--- src/rtl/mem_port_arbiter_if.sv ---
// mem_port_arbiter_if: requester (IFU/LSU) and memory-side signals of the shared memory port.
interface mem_port_arbiter_if;
    logic        ifu_req;
    logic [31:0] ifu_addr;
    logic        ifu_gnt;
    logic        ifu_rvalid;
    logic [31:0] ifu_rdata;
    logic        lsu_req;
    logic        lsu_we;
    logic [1:0]  lsu_length;
    logic        lsu_signed;
    logic [31:0] lsu_addr;
    logic [31:0] lsu_wdata;
    logic        lsu_gnt;
    logic        lsu_rvalid;
    logic [31:0] lsu_rdata;
    logic        mem_en;
    logic        mem_we;
    logic [1:0]  mem_length;
    logic        mem_signed;
    logic [31:0] mem_addr;
    logic [31:0] mem_wdata;
    logic [31:0] mem_rdata;
    logic        busy;

    modport slave (
        input  ifu_req, ifu_addr, lsu_req, lsu_we, lsu_length, lsu_signed, lsu_addr, lsu_wdata, mem_rdata,
        output ifu_gnt, ifu_rvalid, ifu_rdata, lsu_gnt, lsu_rvalid, lsu_rdata,
        output mem_en, mem_we, mem_length, mem_signed, mem_addr, mem_wdata, busy
    );

    modport master (
        output ifu_req, ifu_addr, lsu_req, lsu_we, lsu_length, lsu_signed, lsu_addr, lsu_wdata, mem_rdata,
        input  ifu_gnt, ifu_rvalid, ifu_rdata, lsu_gnt, lsu_rvalid, lsu_rdata,
        input  mem_en, mem_we, mem_length, mem_signed, mem_addr, mem_wdata, busy
    );
endinterface

--- src/rtl/mem_port_arbiter.sv ---
// mem_port_arbiter: shares one memory port between IFU and LSU, LSU-first with a fetch starvation guard.
module mem_port_arbiter #(
    parameter int MEM_LATENCY  = 2,
    parameter int STARVE_LIMIT = 4
) (
    input logic               SYS_clk,
    input logic               SYS_reset,
    mem_port_arbiter_if.slave bus
);
    typedef enum logic [1:0] {IDLE, ISSUE, WAIT, DONE} state_t;
    localparam logic [3:0] LIMIT  = 4'(STARVE_LIMIT);
    localparam logic [3:0] LAT_M1 = 4'(MEM_LATENCY - 1);

    state_t      r_state;
    logic [3:0]  r_starve;
    logic [3:0]  r_wait;
    logic        r_owner_lsu;
    logic        r_ifu_gnt, r_lsu_gnt, r_ifu_rvalid, r_lsu_rvalid;
    logic        r_mem_en, r_mem_we, r_mem_signed, r_busy;
    logic [1:0]  r_mem_length;
    logic [31:0] r_ifu_rdata, r_lsu_rdata, r_mem_addr, r_mem_wdata;
    logic        w_arb, w_take_ifu, w_take_lsu;

    assign w_arb      = (r_state == IDLE) || (r_state == DONE);
    assign w_take_ifu = w_arb && bus.ifu_req && (!bus.lsu_req || r_starve == LIMIT);
    assign w_take_lsu = w_arb && bus.lsu_req && !w_take_ifu;

    always_ff @(posedge SYS_clk) begin
        if (!SYS_reset) begin
            r_state      <= IDLE;
            r_starve     <= '0;
            r_wait       <= '0;
            r_owner_lsu  <= 1'b0;
            r_ifu_gnt    <= 1'b0;
            r_lsu_gnt    <= 1'b0;
            r_ifu_rvalid <= 1'b0;
            r_lsu_rvalid <= 1'b0;
            r_mem_en     <= 1'b0;
            r_mem_we     <= 1'b0;
            r_mem_signed <= 1'b0;
            r_busy       <= 1'b0;
            r_mem_length <= '0;
            r_ifu_rdata  <= '0;
            r_lsu_rdata  <= '0;
            r_mem_addr   <= '0;
            r_mem_wdata  <= '0;
        end else begin
            r_ifu_gnt    <= w_take_ifu;
            r_lsu_gnt    <= w_take_lsu;
            r_mem_en     <= w_take_ifu || w_take_lsu;
            r_ifu_rvalid <= 1'b0;
            r_lsu_rvalid <= 1'b0;
            case (r_state)
                IDLE, DONE: begin
                    r_state <= (w_take_ifu || w_take_lsu) ? ISSUE : IDLE;
                    r_busy  <= w_take_ifu || w_take_lsu;
                    if (w_take_ifu) begin
                        r_owner_lsu  <= 1'b0;
                        r_starve     <= '0;
                        r_mem_we     <= 1'b0;
                        r_mem_length <= 2'b11;
                        r_mem_signed <= 1'b0;
                        r_mem_addr   <= bus.ifu_addr;
                        r_mem_wdata  <= '0;
                    end else if (w_take_lsu) begin
                        r_owner_lsu  <= 1'b1;
                        // Only LSU wins taken while IFU is waiting count toward starvation.
                        r_starve     <= !bus.ifu_req ? '0 : (r_starve == LIMIT) ? r_starve : r_starve + 4'd1;
                        r_mem_we     <= bus.lsu_we;
                        r_mem_length <= bus.lsu_length;
                        r_mem_signed <= bus.lsu_signed;
                        r_mem_addr   <= bus.lsu_addr;
                        r_mem_wdata  <= bus.lsu_we ? bus.lsu_wdata : '0;
                    end
                end
                ISSUE: begin
                    r_state <= r_mem_we ? IDLE : WAIT;
                    r_busy  <= !r_mem_we;
                    r_wait  <= LAT_M1;
                end
                WAIT: begin
                    if (r_wait == '0) begin
                        r_state      <= DONE;
                        r_busy       <= 1'b0;
                        r_ifu_rvalid <= !r_owner_lsu;
                        r_lsu_rvalid <= r_owner_lsu;
                        if (r_owner_lsu) r_lsu_rdata <= bus.mem_rdata;
                        else r_ifu_rdata <= bus.mem_rdata;
                    end else begin
                        r_wait <= r_wait - 4'd1;
                    end
                end
                default: r_state <= IDLE;
            endcase
        end
    end

    assign bus.ifu_gnt    = r_ifu_gnt;
    assign bus.ifu_rvalid = r_ifu_rvalid;
    assign bus.ifu_rdata  = r_ifu_rdata;
    assign bus.lsu_gnt    = r_lsu_gnt;
    assign bus.lsu_rvalid = r_lsu_rvalid;
    assign bus.lsu_rdata  = r_lsu_rdata;
    assign bus.mem_en     = r_mem_en;
    assign bus.mem_we     = r_mem_we;
    assign bus.mem_length = r_mem_length;
    assign bus.mem_signed = r_mem_signed;
    assign bus.mem_addr   = r_mem_addr;
    assign bus.mem_wdata  = r_mem_wdata;
    assign bus.busy       = r_busy;
endmodule
--- src/flat_wrapper.sv ---
// flat-port wrapper written by rule: the top's interface ports become plain ports
module mem_port_arbiter_flat 
#(
    parameter int MEM_LATENCY  = 2,
    parameter int STARVE_LIMIT = 4
)
  (SYS_clk, SYS_reset, bus_ifu_req, bus_ifu_addr, bus_lsu_req, bus_lsu_we, bus_lsu_length, bus_lsu_signed, bus_lsu_addr, bus_lsu_wdata, bus_mem_rdata, bus_ifu_gnt, bus_ifu_rvalid, bus_ifu_rdata, bus_lsu_gnt, bus_lsu_rvalid, bus_lsu_rdata, bus_mem_en, bus_mem_we, bus_mem_length, bus_mem_signed, bus_mem_addr, bus_mem_wdata, bus_busy);
  mem_port_arbiter_if bus_i ();
  input logic SYS_clk;
  input logic SYS_reset;
  input wire logic [$bits(bus_i.ifu_req)-1:0] bus_ifu_req;
  input wire logic [$bits(bus_i.ifu_addr)-1:0] bus_ifu_addr;
  input wire logic [$bits(bus_i.lsu_req)-1:0] bus_lsu_req;
  input wire logic [$bits(bus_i.lsu_we)-1:0] bus_lsu_we;
  input wire logic [$bits(bus_i.lsu_length)-1:0] bus_lsu_length;
  input wire logic [$bits(bus_i.lsu_signed)-1:0] bus_lsu_signed;
  input wire logic [$bits(bus_i.lsu_addr)-1:0] bus_lsu_addr;
  input wire logic [$bits(bus_i.lsu_wdata)-1:0] bus_lsu_wdata;
  input wire logic [$bits(bus_i.mem_rdata)-1:0] bus_mem_rdata;
  output wire logic [$bits(bus_i.ifu_gnt)-1:0] bus_ifu_gnt;
  output wire logic [$bits(bus_i.ifu_rvalid)-1:0] bus_ifu_rvalid;
  output wire logic [$bits(bus_i.ifu_rdata)-1:0] bus_ifu_rdata;
  output wire logic [$bits(bus_i.lsu_gnt)-1:0] bus_lsu_gnt;
  output wire logic [$bits(bus_i.lsu_rvalid)-1:0] bus_lsu_rvalid;
  output wire logic [$bits(bus_i.lsu_rdata)-1:0] bus_lsu_rdata;
  output wire logic [$bits(bus_i.mem_en)-1:0] bus_mem_en;
  output wire logic [$bits(bus_i.mem_we)-1:0] bus_mem_we;
  output wire logic [$bits(bus_i.mem_length)-1:0] bus_mem_length;
  output wire logic [$bits(bus_i.mem_signed)-1:0] bus_mem_signed;
  output wire logic [$bits(bus_i.mem_addr)-1:0] bus_mem_addr;
  output wire logic [$bits(bus_i.mem_wdata)-1:0] bus_mem_wdata;
  output wire logic [$bits(bus_i.busy)-1:0] bus_busy;
  assign bus_i.ifu_req = bus_ifu_req;
  assign bus_i.ifu_addr = bus_ifu_addr;
  assign bus_i.lsu_req = bus_lsu_req;
  assign bus_i.lsu_we = bus_lsu_we;
  assign bus_i.lsu_length = bus_lsu_length;
  assign bus_i.lsu_signed = bus_lsu_signed;
  assign bus_i.lsu_addr = bus_lsu_addr;
  assign bus_i.lsu_wdata = bus_lsu_wdata;
  assign bus_i.mem_rdata = bus_mem_rdata;
  assign bus_ifu_gnt = bus_i.ifu_gnt;
  assign bus_ifu_rvalid = bus_i.ifu_rvalid;
  assign bus_ifu_rdata = bus_i.ifu_rdata;
  assign bus_lsu_gnt = bus_i.lsu_gnt;
  assign bus_lsu_rvalid = bus_i.lsu_rvalid;
  assign bus_lsu_rdata = bus_i.lsu_rdata;
  assign bus_mem_en = bus_i.mem_en;
  assign bus_mem_we = bus_i.mem_we;
  assign bus_mem_length = bus_i.mem_length;
  assign bus_mem_signed = bus_i.mem_signed;
  assign bus_mem_addr = bus_i.mem_addr;
  assign bus_mem_wdata = bus_i.mem_wdata;
  assign bus_busy = bus_i.busy;
  mem_port_arbiter #(.MEM_LATENCY(MEM_LATENCY), .STARVE_LIMIT(STARVE_LIMIT)) u_core (.SYS_clk(SYS_clk), .SYS_reset(SYS_reset), .bus(bus_i));
endmodule
--- config.mk ---
export PLATFORM = sky130hd
export DESIGN_NAME = mem_port_arbiter_flat
export DESIGN_NICKNAME = d
export VERILOG_FILES = /design/src/rtl/mem_port_arbiter_if.sv /design/src/rtl/mem_port_arbiter.sv /design/src/flat_wrapper.sv
export SDC_FILE = /design/constraint.sdc
export NUM_CORES = 1
export LEC_CHECK = 0
export CAP_MARGIN = 20
export CELL_PAD_IN_SITES_DETAIL_PLACEMENT = 0
export CELL_PAD_IN_SITES_GLOBAL_PLACEMENT = 1
export CORE_ASPECT_RATIO = 0.5
export CORE_MARGIN = 1
export CORE_UTILIZATION = 30
export CTS_CLUSTER_SIZE = 40
export DETAILED_ROUTE_END_ITERATION = 10
export GPL_ROUTABILITY_DRIVEN = 0
export PLACE_DENSITY_LB_ADDON = 0.1
export REMOVE_ABC_BUFFERS = 1
export SLEW_MARGIN = 20
export SYNTH_ARGS = -nofsm -noshare
export SYNTH_HDL_FRONTEND = slang
export SYNTH_SLANG_ARGS = --single-unit
--- constraint.sdc ---
create_clock -name SYS_clk -period 2.2 [get_ports SYS_clk]
set_input_delay 0.33 -clock SYS_clk [delete_from_list [all_inputs] [get_ports SYS_clk]]
set_output_delay 0.33 -clock SYS_clk [all_outputs]
set_load 0.1 [all_outputs]
Word-level counts from Yosys, hierarchy flattened
Cells that the tools add are included.
{"block": "classes", "bitwise_logic": 1, "mux": 25, "eq_ne": 7, "n_reduce_logical": 22, "addsub": 2}
{"operator": "$mux W32", "count": 5}
{"operator": "$mux W4", "count": 5}
{"operator": "$reduce_and A3 Y1", "count": 4}
{"operator": "$mux W1", "count": 8}
{"operator": "$mux W2", "count": 4}
{"operator": "$pmux W4 S2", "count": 1}
{"operator": "$pmux W2 S3", "count": 1}
{"operator": "$add A4 B1 Y4 const B", "count": 1}
{"operator": "$eq A2 B2 Y1 const B", "count": 2}
{"operator": "$eq A4 B3 Y1 const B", "count": 1}
{"operator": "$logic_and A1 B1 Y1", "count": 4}
{"operator": "$logic_not A1 Y1", "count": 4}
{"operator": "$logic_not A4 Y1", "count": 1}
{"operator": "$reduce_and A2 Y1", "count": 2}
{"operator": "$reduce_bool A2 Y1", "count": 2}
{"operator": "$sub A4 B1 Y4 const B", "count": 1}
{"operator": "$logic_or A1 B1 Y1", "count": 3}
{"operator": "$ne A3 B2 Y1 const B", "count": 1}
{"operator": "$pmux W1 S3", "count": 1}
{"operator": "$eq A2 B1 Y1 const B", "count": 1}
{"operator": "$logic_not A2 Y1", "count": 1}
{"operator": "$ne A2 B1 Y1 const B", "count": 1}
{"operator": "$ne A2 B2 Y1 const B", "count": 1}
{"operator": "$reduce_or A2 Y1", "count": 1}
{"operator": "$not A1 Y1", "count": 1}
{"block": "totals", "out_inout_bits": 138, "input_bits": 136, "elab_cells": 74, "reg_bits": 149}

Depth between registers and ports, before layout
Gate-level depths: netlist (run 1).
{"block": "depth", "ltp_word": 9, "depth_mapped": 8, "mapped_depth_nobuf": 5}

Least setup slack after synthesis (run 1)
OpenSTA, ideal clock, no wires.
{"block": "synth_timing", "kind": "reg2reg", "start": "reg u_core.r_state[0]", "end": "reg u_core.r_mem_addr[0], in the netlist u_core.bus.mem_addr[0]", "required_time_ns": 2.078, "synth_period_minus_slack_ns": 1.600, "path_buffers": 2, "setup_ns": 0.122, "path_stages_with_launch": 8, "setup_slack_ns": 0.600, "t_arrival_ns": 1.478, "path_cell_list": "dfxtp_1 > inv_1 > ha_1 > buf_2 > o211ai_1 > inv_2 > buf_2 > a221o_1"}
{"block": "synth_between", "elab_chain_len": 8, "elab_cells_between_ends": 12, "classes_between": "eq/ne (1); mux (1); reduce/logical (10)"}
{"item": "from (decl)", "line": "mem_port_arbiter.sv:14", "text": "state_t r_state;"}
{"item": "from (signal assigned)", "line": "mem_port_arbiter.sv:55", "text": "r_state <= (w_take_ifu || w_take_lsu) ? ISSUE : IDLE;"}
{"item": "from (signal assigned)", "line": "mem_port_arbiter.sv:77", "text": "r_state <= r_mem_we ? IDLE : WAIT;"}
{"item": "$eq A2 B2 Y1 or $logic_not A2 Y1 (tied branches)", "line": "mem_port_arbiter.sv:24, mem_port_arbiter.sv:53"}
{"item": "$logic_or A1 B1 Y1", "line": "mem_port_arbiter.sv:24", "text": "assign w_arb = (r_state == IDLE) || (r_state == DONE);"}
{"item": "$logic_and A1 B1 Y1 (2 in a row)", "line": "mem_port_arbiter.sv:25", "text": "assign w_take_ifu = w_arb && bus.ifu_req && (!bus.lsu_req || r_starve == LIMIT);"}
{"item": "$logic_not A1 Y1", "line": "mem_port_arbiter.sv:26", "text": "assign w_take_lsu = w_arb && bus.lsu_req && !w_take_ifu;"}
{"item": "$logic_and A1 B1 Y1", "line": "mem_port_arbiter.sv:26"}
{"item": "$reduce_bool A2 Y1 (no source line)"}
{"item": "$reduce_and A2 Y1 (no source line)"}
{"item": "to (signal assigned)", "line": "mem_port_arbiter.sv:63", "text": "r_mem_addr <= bus.ifu_addr;"}
{"item": "to (signal assigned)", "line": "mem_port_arbiter.sv:72", "text": "r_mem_addr <= bus.lsu_addr;"}
{"item": "to (decl)", "line": "mem_port_arbiter.sv:21", "text": "logic [31:0] r_ifu_rdata, r_lsu_rdata, r_mem_addr, r_mem_wdata;"}
Several ways; a longest one is shown, not always the timed one.
A chain may end at the register's enable or synchronous reset.

Worst setup path in the final report (run 1)
{"block": "layout_timing", "start": "reg u_core.r_state[0]", "end": "reg u_core.r_mem_addr[12], in the netlist u_core.bus.mem_addr[12]"}
The elaborated chain is that of the path after synthesis.

==> results.tsv, run 1 <==
metric	value	unit
critPathMaxStageDelay	0.46	ns
worstPathCellList	inv_1 -> ha_1 -> o21a_4 -> nor2_4 -> buf_4 -> a221o_1	
clk_pin_slew_worst_paths	0.06	ns
drtIter0Drc	445	
postSynthCellCount	693	
drc_errors	0	
vias	6334	
core_area	20600	um2
synthFlopType	dfxtp_1	
yosysWarningCount	0	
dpl_worst_slack	0.315	ns
synth_area_per_cell	9.12	um2
area.growth.synth_to_final	50.6	%
critPathKind	flop to flop	
path_max_fanout	24	
die_y	105	um
post-cts-setup-buffers	0	
dpl.cell_count	1180	
finalCritPeriodShare	0.860	
postCtsHoldBufs	0	
finalWorstSetupSlack	0.308	ns
ys_ff_latch	149	
grt_max_degree	76	
first_global_vias	5882	
antenna_found_initial	0	
vias_per_cell	5.23	
post_cts_resized	0	
die-area	21700	um2
final_cell_mix	buf_4 (155), dfxtp_1 (148), clkdlybuf4s50_1 (132)	
grt_pass1_wl	33100	um
critPathCaptureType	flop	
final_common_cell	buf_4	
die_w	207	um
ir_worst_vdd	0.000479	V
min_path_type	input port to flop	
fmax	529	MHz
post-route-min-period	1.89	ns
p_total	0.00854	W
synthArstFlopShare	0	
finalMaxSlewViolations	0	
numCtsBuffers	17	
nets	1068	
rows	37	
drive_gt1_frac	0.220	
setup_viol	0	
track_usage	0.191	
htreeDepth	4	
finalHoldViolCount	0	
start_util	0.307	
cap_viol_max_count	0	
clk_latency	0.42	ns
status	complete, no violations	
cts.sinks	149	
wl_per_cell	17.4	um
postRouteAntennaNets	0	
skew	0.00827	ns
synth_edf_count	0	
ys_seq_area_frac	0.472	
power.leakage	3.70	nW
dr.pass1.iters	5	
cts_root_buf	clkbuf_16	
drt_wl_total	21100	um
clockBufferDepth	2	
tightestPinTransition	0.672	ns
n_antenna_cell	0	
start_kind	flop	
netlist-cell-type-count	48	
dp_hpwl	13800	um
p_per_area	897	nW/um2
num_io_pins	274	
cp_slowest_cell	ha_1	
max-slew-margin-rel	0.552	
rsz0062_at_grt	false	
grt_overflow	0	
stdcell_count	1212	
cts_tree	done	
cp.required	2.50	ns
io_buffers	273	
synth_area	6320	um2
critPathArrivalTime	2.19	ns
-- layout make-up --
class                           instances  area [um2]
Fill cell                            1989       11100
Sequential cell                       149        2980
Multi-Input combinational cell        452        2860
Timing Repair Buffer                  296        2620
Clock buffer                           21         450
Tap cell                              273         342
Clock inverter                         11         221
Inverter                               10        37.5
-- stage by stage --
step | utilization | area (um2) | hold WS (ns) | setup TNS [ns]
finish | 0.462 | 9520 | 0.445 | 0
global route | 0.462 | 9520 | 0.470 | 0
CTS | 0.462 | 9520 | 0.431 | 0
detailed placement | 0.429 | 8840 | 0.465 | 0
global placement | 0.429 | 8840 | 0.462 | 0
floorplan | - | 5870 | 0.430 | -70.77
-- path summary, 6_finish.rpt --
path,start,to,slack (ns),depth (start not counted)
setup / recovery,u_core.r_state[0],u_core.bus.mem_addr[12],0.31,6
hold / removal,bus_ifu_req,u_core.r_starve[2],0.45,3
setup reg to reg,u_core.r_state[0],u_core.bus.mem_addr[12],0.31,6
hold reg to reg,u_core.bus.ifu_rdata[0],u_core.bus.ifu_rdata[0],0.47,2
-- worst max-delay path: cells and delay by family, from the launching register on --
family	cells	cell delay, ns
AOI/OAI and AO/OA	2	0.62
adders and majority gates	1	0.46
buffers and inverters	2	0.28
DFF	1	0.35
and+or+nand+nor	1	0.05
-- cells by family (layout without fill, tap and decap cells) --
kind of cell	count (synthesis)	in the layout	share of synthesized area
AO/OA/AOI/OAI	288	288	0.307
adder cells (fa/ha/maj)	6	6	0.0119
buffers and inverters	92	338	0.0766
flip-flops	149	149	0.472
AND/OR/NAND/NOR	158	158	0.132
-- metal layers --
metal / GRT usage / wire, um
met1: 0.270 / 10200
met2: 0.288 / 9530
met3: 0.0487 / 1190
met4: 0.0416 / 192
met5: 0 / 0
-- synthesized netlist by cell type, types with 2 or more instances --
cell | instances | area [um2]
nand3_1 | 70 | 350
buf_4 | 10 | 75.1
a221o_1 | 32 | 320
inv_1 | 7 | 26.3
o21ai_1 | 13 | 65.1
nor2b_1 | 2 | 12.5
o2bb2ai_1 | 33 | 289
o211ai_1 | 2 | 15.0
nor3_1 | 3 | 15.0
nand2_1 | 35 | 131
nand4b_1 | 2 | 17.5
a21o_1 | 3 | 22.5
buf_1 | 3 | 11.3
clkbuf_1 | 33 | 124
buf_6 | 9 | 101
nand4_1 | 33 | 206
inv_2 | 3 | 11.3
o21ai_0 | 56 | 280
o221a_1 | 2 | 22.5
a22o_1 | 33 | 289
buf_2 | 26 | 130
nor2_1 | 2 | 7.51
ha_1 | 6 | 75.1
a21oi_1 | 102 | 510
o221a_2 | 2 | 22.5
dfxtp_1 | 149 | 2980
-- power breakdown --
part | switching, W | leakage, nW | internal (W) | total (W)
logic | 0.00160 | 2.17 | 0.000632 | 0.00223
clock network | 0.00119 | 0.319 | 0.00217 | 0.00336
registers | 0.0000961 | 1.21 | 0.00285 | 0.00295
-- sequential cells by signal (all words and copies together) (netlist names) --
register and cells:
u_core.bus.mem_we 1, u_core.r_state 2, u_core.bus.lsu_rdata 32, u_core.bus.ifu_rvalid 1
u_core.bus.mem_en 1, u_core.bus.mem_wdata 32, u_core.r_wait 4, u_core.r_owner_lsu 1
u_core.bus.ifu_rdata 32, u_core.bus.mem_addr 32, u_core.r_starve 4, u_core.bus.lsu_gnt 1
u_core.bus.mem_signed 1, u_core.bus.lsu_rvalid 1, u_core.bus.busy 1, u_core.bus.mem_length 2
u_core.bus.ifu_gnt 1
No activity file was read; power rests on OpenSTA's default activity.
==> run 2, diff against run 1 <==
--- a/config.mk
+++ b/config.mk
@@ -6,15 +6,12 @@
 export NUM_CORES = 1
 export LEC_CHECK = 0
 export CAP_MARGIN = 20
-export CELL_PAD_IN_SITES_DETAIL_PLACEMENT = 0
-export CELL_PAD_IN_SITES_GLOBAL_PLACEMENT = 1
 export CORE_ASPECT_RATIO = 0.5
 export CORE_MARGIN = 1
 export CORE_UTILIZATION = 30
 export CTS_CLUSTER_SIZE = 40
 export DETAILED_ROUTE_END_ITERATION = 10
 export GPL_ROUTABILITY_DRIVEN = 0
-export PLACE_DENSITY_LB_ADDON = 0.1
 export REMOVE_ABC_BUFFERS = 1
 export SLEW_MARGIN = 20
 export SYNTH_ARGS = -nofsm -noshare
==> results.tsv, run 2 (synthesis gave the netlist of run 1 again) <==
metric	value	unit	change
status	complete, no violations		
rows	37		unchanged
num_io_pins	274		unchanged
critPathCaptureType	flop		
rsz0062_at_grt	false		
clockBufferDepth	2		unchanged
seq_area	2980	um2	unchanged
post-cts-setup-buffers	0		unchanged
rrSetupSlack	0.37	ns	+0.06 ns
vias_per_cell	5.27		+0.92%
tightestPinTransition	0.657	ns	-0.0155 ns
finalMaxSlewViolations	0		unchanged
grt_overflow	0		unchanged
io_buffers	273		unchanged
post_cts_resized	0		unchanged
cts_tree	done		
postCtsHoldBufs	0		unchanged
clk_pin_slew_worst_paths	0.06	ns	about the same
die-area	21700	um2	unchanged
track_usage	0.189		-0.00111
drt_wl_total	21000	um	-0.20%
p_per_area	891	nW/um2	-0.72%
htreeDepth	4		unchanged
clk_latency	0.41	ns	about the same
setup-tns-final	0	ns	unchanged
core_area	20600	um2	unchanged
path_max_fanout	17		-29%
finalCritPeriodShare	0.833		-0.0268
skew	0.0106	ns	+0.00235 ns
r2r_end	u_core.bus.mem_wdata[31]		
n_antenna_cell	0		unchanged
nets	1072		+0.37%
vias	6408		+1.2%
first_global_vias	6031		+2.5%
cap_viol_max_count	0		unchanged
final_area	9600	um2	+0.92%
crit_end	u_core.bus.mem_wdata[31]		
die_y	105	um	unchanged
drtIter0Drc	622		+40%
cts_root_buf	clkbuf_16		
r2r_cells	7		+1
cp.required	2.55	ns	+0.05 ns
cp-startpoint	u_core.r_state[0]		
r2r-start	u_core.r_state[0]		
die_w	207	um	unchanged
hp-start	bus_lsu_req		
fmax	546	MHz	+3.2%
postRouteAntennaNets	0		unchanged
dp_hpwl	14200	um	+2.5%
dr.pass1.iters	5		unchanged
multi_input_area	2860	um2	unchanged
ir_worst_vdd	0.000387	V	-19%
antenna_found_initial	0		unchanged
grt_max_degree	76		unchanged
critPathArrivalTime	2.18	ns	about the same
drc_errors	0		unchanged
drive_gt1_frac	0.223		+0.00248
finalHoldViolCount	0		unchanged
grt_pass1_wl	33500	um	+1.4%
p_total	0.00856	W	+0.20%
final_cell_mix	buf_4 (155), dfxtp_1 (148), clkdlybuf4s50_1 (134)		
power.leakage	3.74	nW	+0.96%
min_path_type	input port to flop		
wl_per_cell	17.3	um	-0.45%
start_kind	flop		
area.growth.synth_to_final	52.0	%	
max-slew-margin-rel	0.562		+0.0104
fillers	1955		-1.7%
critPathKind	flop to flop		
post-route-min-period	1.83	ns	-0.0590 ns
cts.sinks	149		unchanged
setup_viol	0		unchanged
numCtsBuffers	17		unchanged
start_util	0.307		unchanged
dpl_worst_slack	0.194	ns	-0.121 ns
whs_path_depth	2		-1
placed_cell_area	8930	um2	+1.0%
final_common_cell	buf_4		
finalWorstSetupSlack	0.367	ns	+0.0590 ns
==> run 2: power breakdown <==
group          switching [W]  leakage (nW)  internal, W
combinational        0.00161          2.20     0.000657
sequential         0.0000956          1.21      0.00285
clock                0.00118         0.320      0.00216
total                0.00289          3.74      0.00567
==> run 2: metal layers <==
| layer | wire length [um] | track usage | part of all wire |
|---|---|---|---|
| met5 | 0 | 0 | 0 |
| met4 | 254 | 0.0565 | 0.012 |
| met3 | 848 | 0.0271 | 0.040 |
| met2 | 10300 | 0.310 | 0.49 |
| met1 | 9600 | 0.259 | 0.46 |
==> run 2: area by class of cell <==
cell class,count,share of cell area
Tap cell,273,0.0356
Sequential cell,149,0.311
Timing Repair Buffer,300,0.282
Inverter,10,0.00391
Clock inverter,12,0.0236
Clock buffer,19,0.0461
Multi-Input combinational cell,452,0.298
==> run 2: worst min-delay path by stage <==
stage	to
2_1_floorplan	u_core.bus.ifu_gnt
3_3_place_gp	u_core.bus.busy
3_5_place_dp	u_core.bus.busy
4_1_cts	u_core.bus.ifu_gnt
5_1_grt	u_core.bus.lsu_gnt
6_report	u_core.bus.ifu_gnt
==> run 2: through the flow <==
stage / hold WS, ns / instances / utilization
2_1_floorplan: 0.430 / 611 / -
3_3_place_gp: 0.460 / 1184 / 0.434
3_5_place_dp: 0.465 / 1184 / 0.434
4_1_cts: 0.297 / 1215 / 0.466
5_1_grt: 0.356 / 1215 / 0.466
6_report: 0.324 / 1215 / 0.466
==> run 2: worst max-delay path, cell delays in order, from the launching register on <==
cell,delay (ns)
dfxtp_1,0.36
inv_1,0.05
ha_1,0.37
o21a_4,0.18
nor2_4,0.30
buf_12,0.20
buf_12,0.15
a22o_1,0.16
==> run 3, diff against run 2 <==
==> constraint.sdc (replaced) <==
create_clock -name SYS_clk -period 1.5 [get_ports SYS_clk]
set_input_delay 0.225 -clock SYS_clk [delete_from_list [all_inputs] [get_ports SYS_clk]]
set_output_delay 0.225 -clock SYS_clk [all_outputs]
set_load 0.1 [all_outputs]
==> results.tsv, run 3 (synthesis gave the netlist of run 1 again) <==
metric	value	unit	change
status	complete, but fails checks		
violations	setup timing		
placed_cell_area	10900	um2	+22%
worstPathCellList	inv_2 -> ha_4 -> buf_12 -> buf_6 -> nand4_1 -> a21oi_4 -> buf_12 -> clkbuf_16 -> a22o_1		
die_y	105	um	unchanged
cp.required	1.86	ns	-0.69 ns
nets	1125		+4.9%
cap_viol_max_count	0		unchanged
fillers	1689		-14%
finalHoldViolCount	0		unchanged
hold-path-endpoint	u_core.bus.ifu_gnt		
final_common_cell	buf_12		
finalCritPeriodShare	1.11		+0.274
dp_hpwl	15500	um	+9.7%
die-area	21700	um2	unchanged
drt_wl_total	23900	um	+13%
whs_path_depth	2		unchanged
critPathKind	flop to flop		
first_global_vias	6346		+5.2%
finalMaxSlewViolations	0		unchanged
die_w	207	um	unchanged
vias	6721		+4.9%
clockBufferDepth	2		unchanged
final_area	12100	um2	+26%
critPathArrivalTime	2.02	ns	-0.16 ns
area.growth.synth_to_final	92.1	%	
cts.sinks	149		unchanged
post-route-min-period	1.66	ns	-0.172 ns
rows	37		unchanged
tightestPinTransition	0.394	ns	-0.263 ns
postRouteAntennaNets	0		unchanged
r2r_end	u_core.bus.mem_wdata[9]		
crit_top_cell	buf_12		
power.leakage	4.51	nW	+21%
cts_tree	done		
antenna_found_initial	0		unchanged
numCtsBuffers	17		unchanged
rsz0062_at_grt	true		
num_io_pins	274		unchanged
drive_gt1_frac	0.309		+0.0863
grt_max_degree	67		-12%
path_max_fanout	6		-11
critPathMaxStageDelay	0.33	ns	-0.04 ns
start_util	0.307		unchanged
grt_pass1_wl	35200	um	+5.1%
finalWorstSetupSlack	-0.161	ns	-0.528 ns
clk_pin_slew_worst_paths	0.06	ns	about the same
ir_worst_vdd	0.000733	V	+89%
min_path_type	input port to flop		
fmax	602	MHz	+10%
rrSetupSlack	-0.16	ns	-0.53 ns
dpl_worst_slack	-0.331	ns	-0.526 ns
r2r_cells	9		+2
grt_overflow	0		unchanged
htreeDepth	4		unchanged
drc_errors	0		unchanged
critPathCaptureType	flop		
n_antenna_cell	0		unchanged
wl_per_cell	18.8	um	+8.6%
drtIter0Drc	466		-25%
p_per_area	1060	nW/um2	+19%
final_cell_mix	buf_12 (151), dfxtp_1 (144), clkdlybuf4s50_1 (134)		
dr.pass1.iters	5		unchanged
start_kind	flop		
cts_root_buf	clkbuf_16		
clk_latency	0.43	ns	+0.02 ns
hp-start	bus_lsu_req		
setup_viol	71		+71
skew	0.0148	ns	+0.00415 ns
track_usage	0.202		+0.0128
r2r-start	u_core.r_state[0]		
max-slew-margin-rel	0.737		+0.175
vias_per_cell	5.30		+0.42%
cp_slowest_cell	dfxtp_2		
io_buffers	273		unchanged
core_area	20600	um2	unchanged
run 3: power by group:
group / internal, W / switching, W / leakage (nW)
registers: 0.00419 / 0.000252 / 1.22
logic: 0.00176 / 0.00250 / 3.02
clock network: 0.00234 / 0.00187 / 0.277
total: 0.00828 / 0.00462 / 4.51
run 3: layout make-up:
| type | instances | area (um2) | share of cell area |
|---|---|---|---|
| clock buffers | 18 | 429 | 0.0354 |
| clock inverters | 14 | 141 | 0.0116 |
| inverters | 10 | 37.5 | 0.00309 |
| multi-input cells | 452 | 3070 | 0.253 |
| flip-flops and latches | 149 | 2990 | 0.246 |
| well taps | 273 | 342 | 0.0281 |
| repair buffers | 353 | 5120 | 0.422 |
run 3: worst max-delay path by stage:
stage,startpoint,to,slack (ns)
final,u_core.r_state[0],u_core.bus.mem_wdata[9],-0.16
after global routing,u_core.r_state[0],u_core.bus.mem_addr[14],-0.23
after CTS,u_core.r_state[0],u_core.bus.mem_wdata[31],-0.13
after detailed placement,bus_ifu_req,u_core.bus.mem_wdata[14],-0.33
after global placement,bus_ifu_req,u_core.bus.mem_wdata[23],-0.28
after floorplan,u_core.r_state[0],u_core.bus.mem_addr[0],-1.54
run 3: what timing repair did:
item                       in CTS  in global routing
buffers inserted                3                  8
hold buffers                    0                  0
gates resized for setup        29                 75
cloned                          3                 11
pin swaps                       5                 16
setup endpoints to repair     125                112
run 3: metrics by stage:
step | instances | hold WS (ns) | setup TNS, ns | power, W | utilization
2_1_floorplan | 611 | 0.325 | -171.43 | 0.00653 | -
3_3_place_gp | 1212 | 0.495 | -19.15 | 0.00842 | 0.529
3_5_place_dp | 1212 | 0.503 | -21.29 | 0.00846 | 0.529
4_1_cts | 1250 | 0.163 | -7.01 | 0.0128 | 0.567
5_1_grt | 1269 | 0.212 | -14.96 | 0.0133 | 0.589
6_report | 1269 | 0.198 | -8.87 | 0.0129 | 0.589
run 3: per-layer routing:
| metal | global-route usage | share of wire | up-vias |
|---|---|---|---|
| li1 | - | - | 3214 |
| met1 | 0.260 | 0.44 | 3287 |
| met2 | 0.353 | 0.51 | 199 |
| met3 | 0.0237 | 0.037 | 21 |
| met4 | 0.0677 | 0.014 | 0 |
| met5 | 0 | 0 | - |
run 3: worst max-delay path: cells and delay by family, from the launching register on:
family	cells	cell delay (ns)
compound gates	2	0.29
flops	1	0.33
simple gates	1	0.13
fa+ha+maj	1	0.28
buf+inv	5	0.57
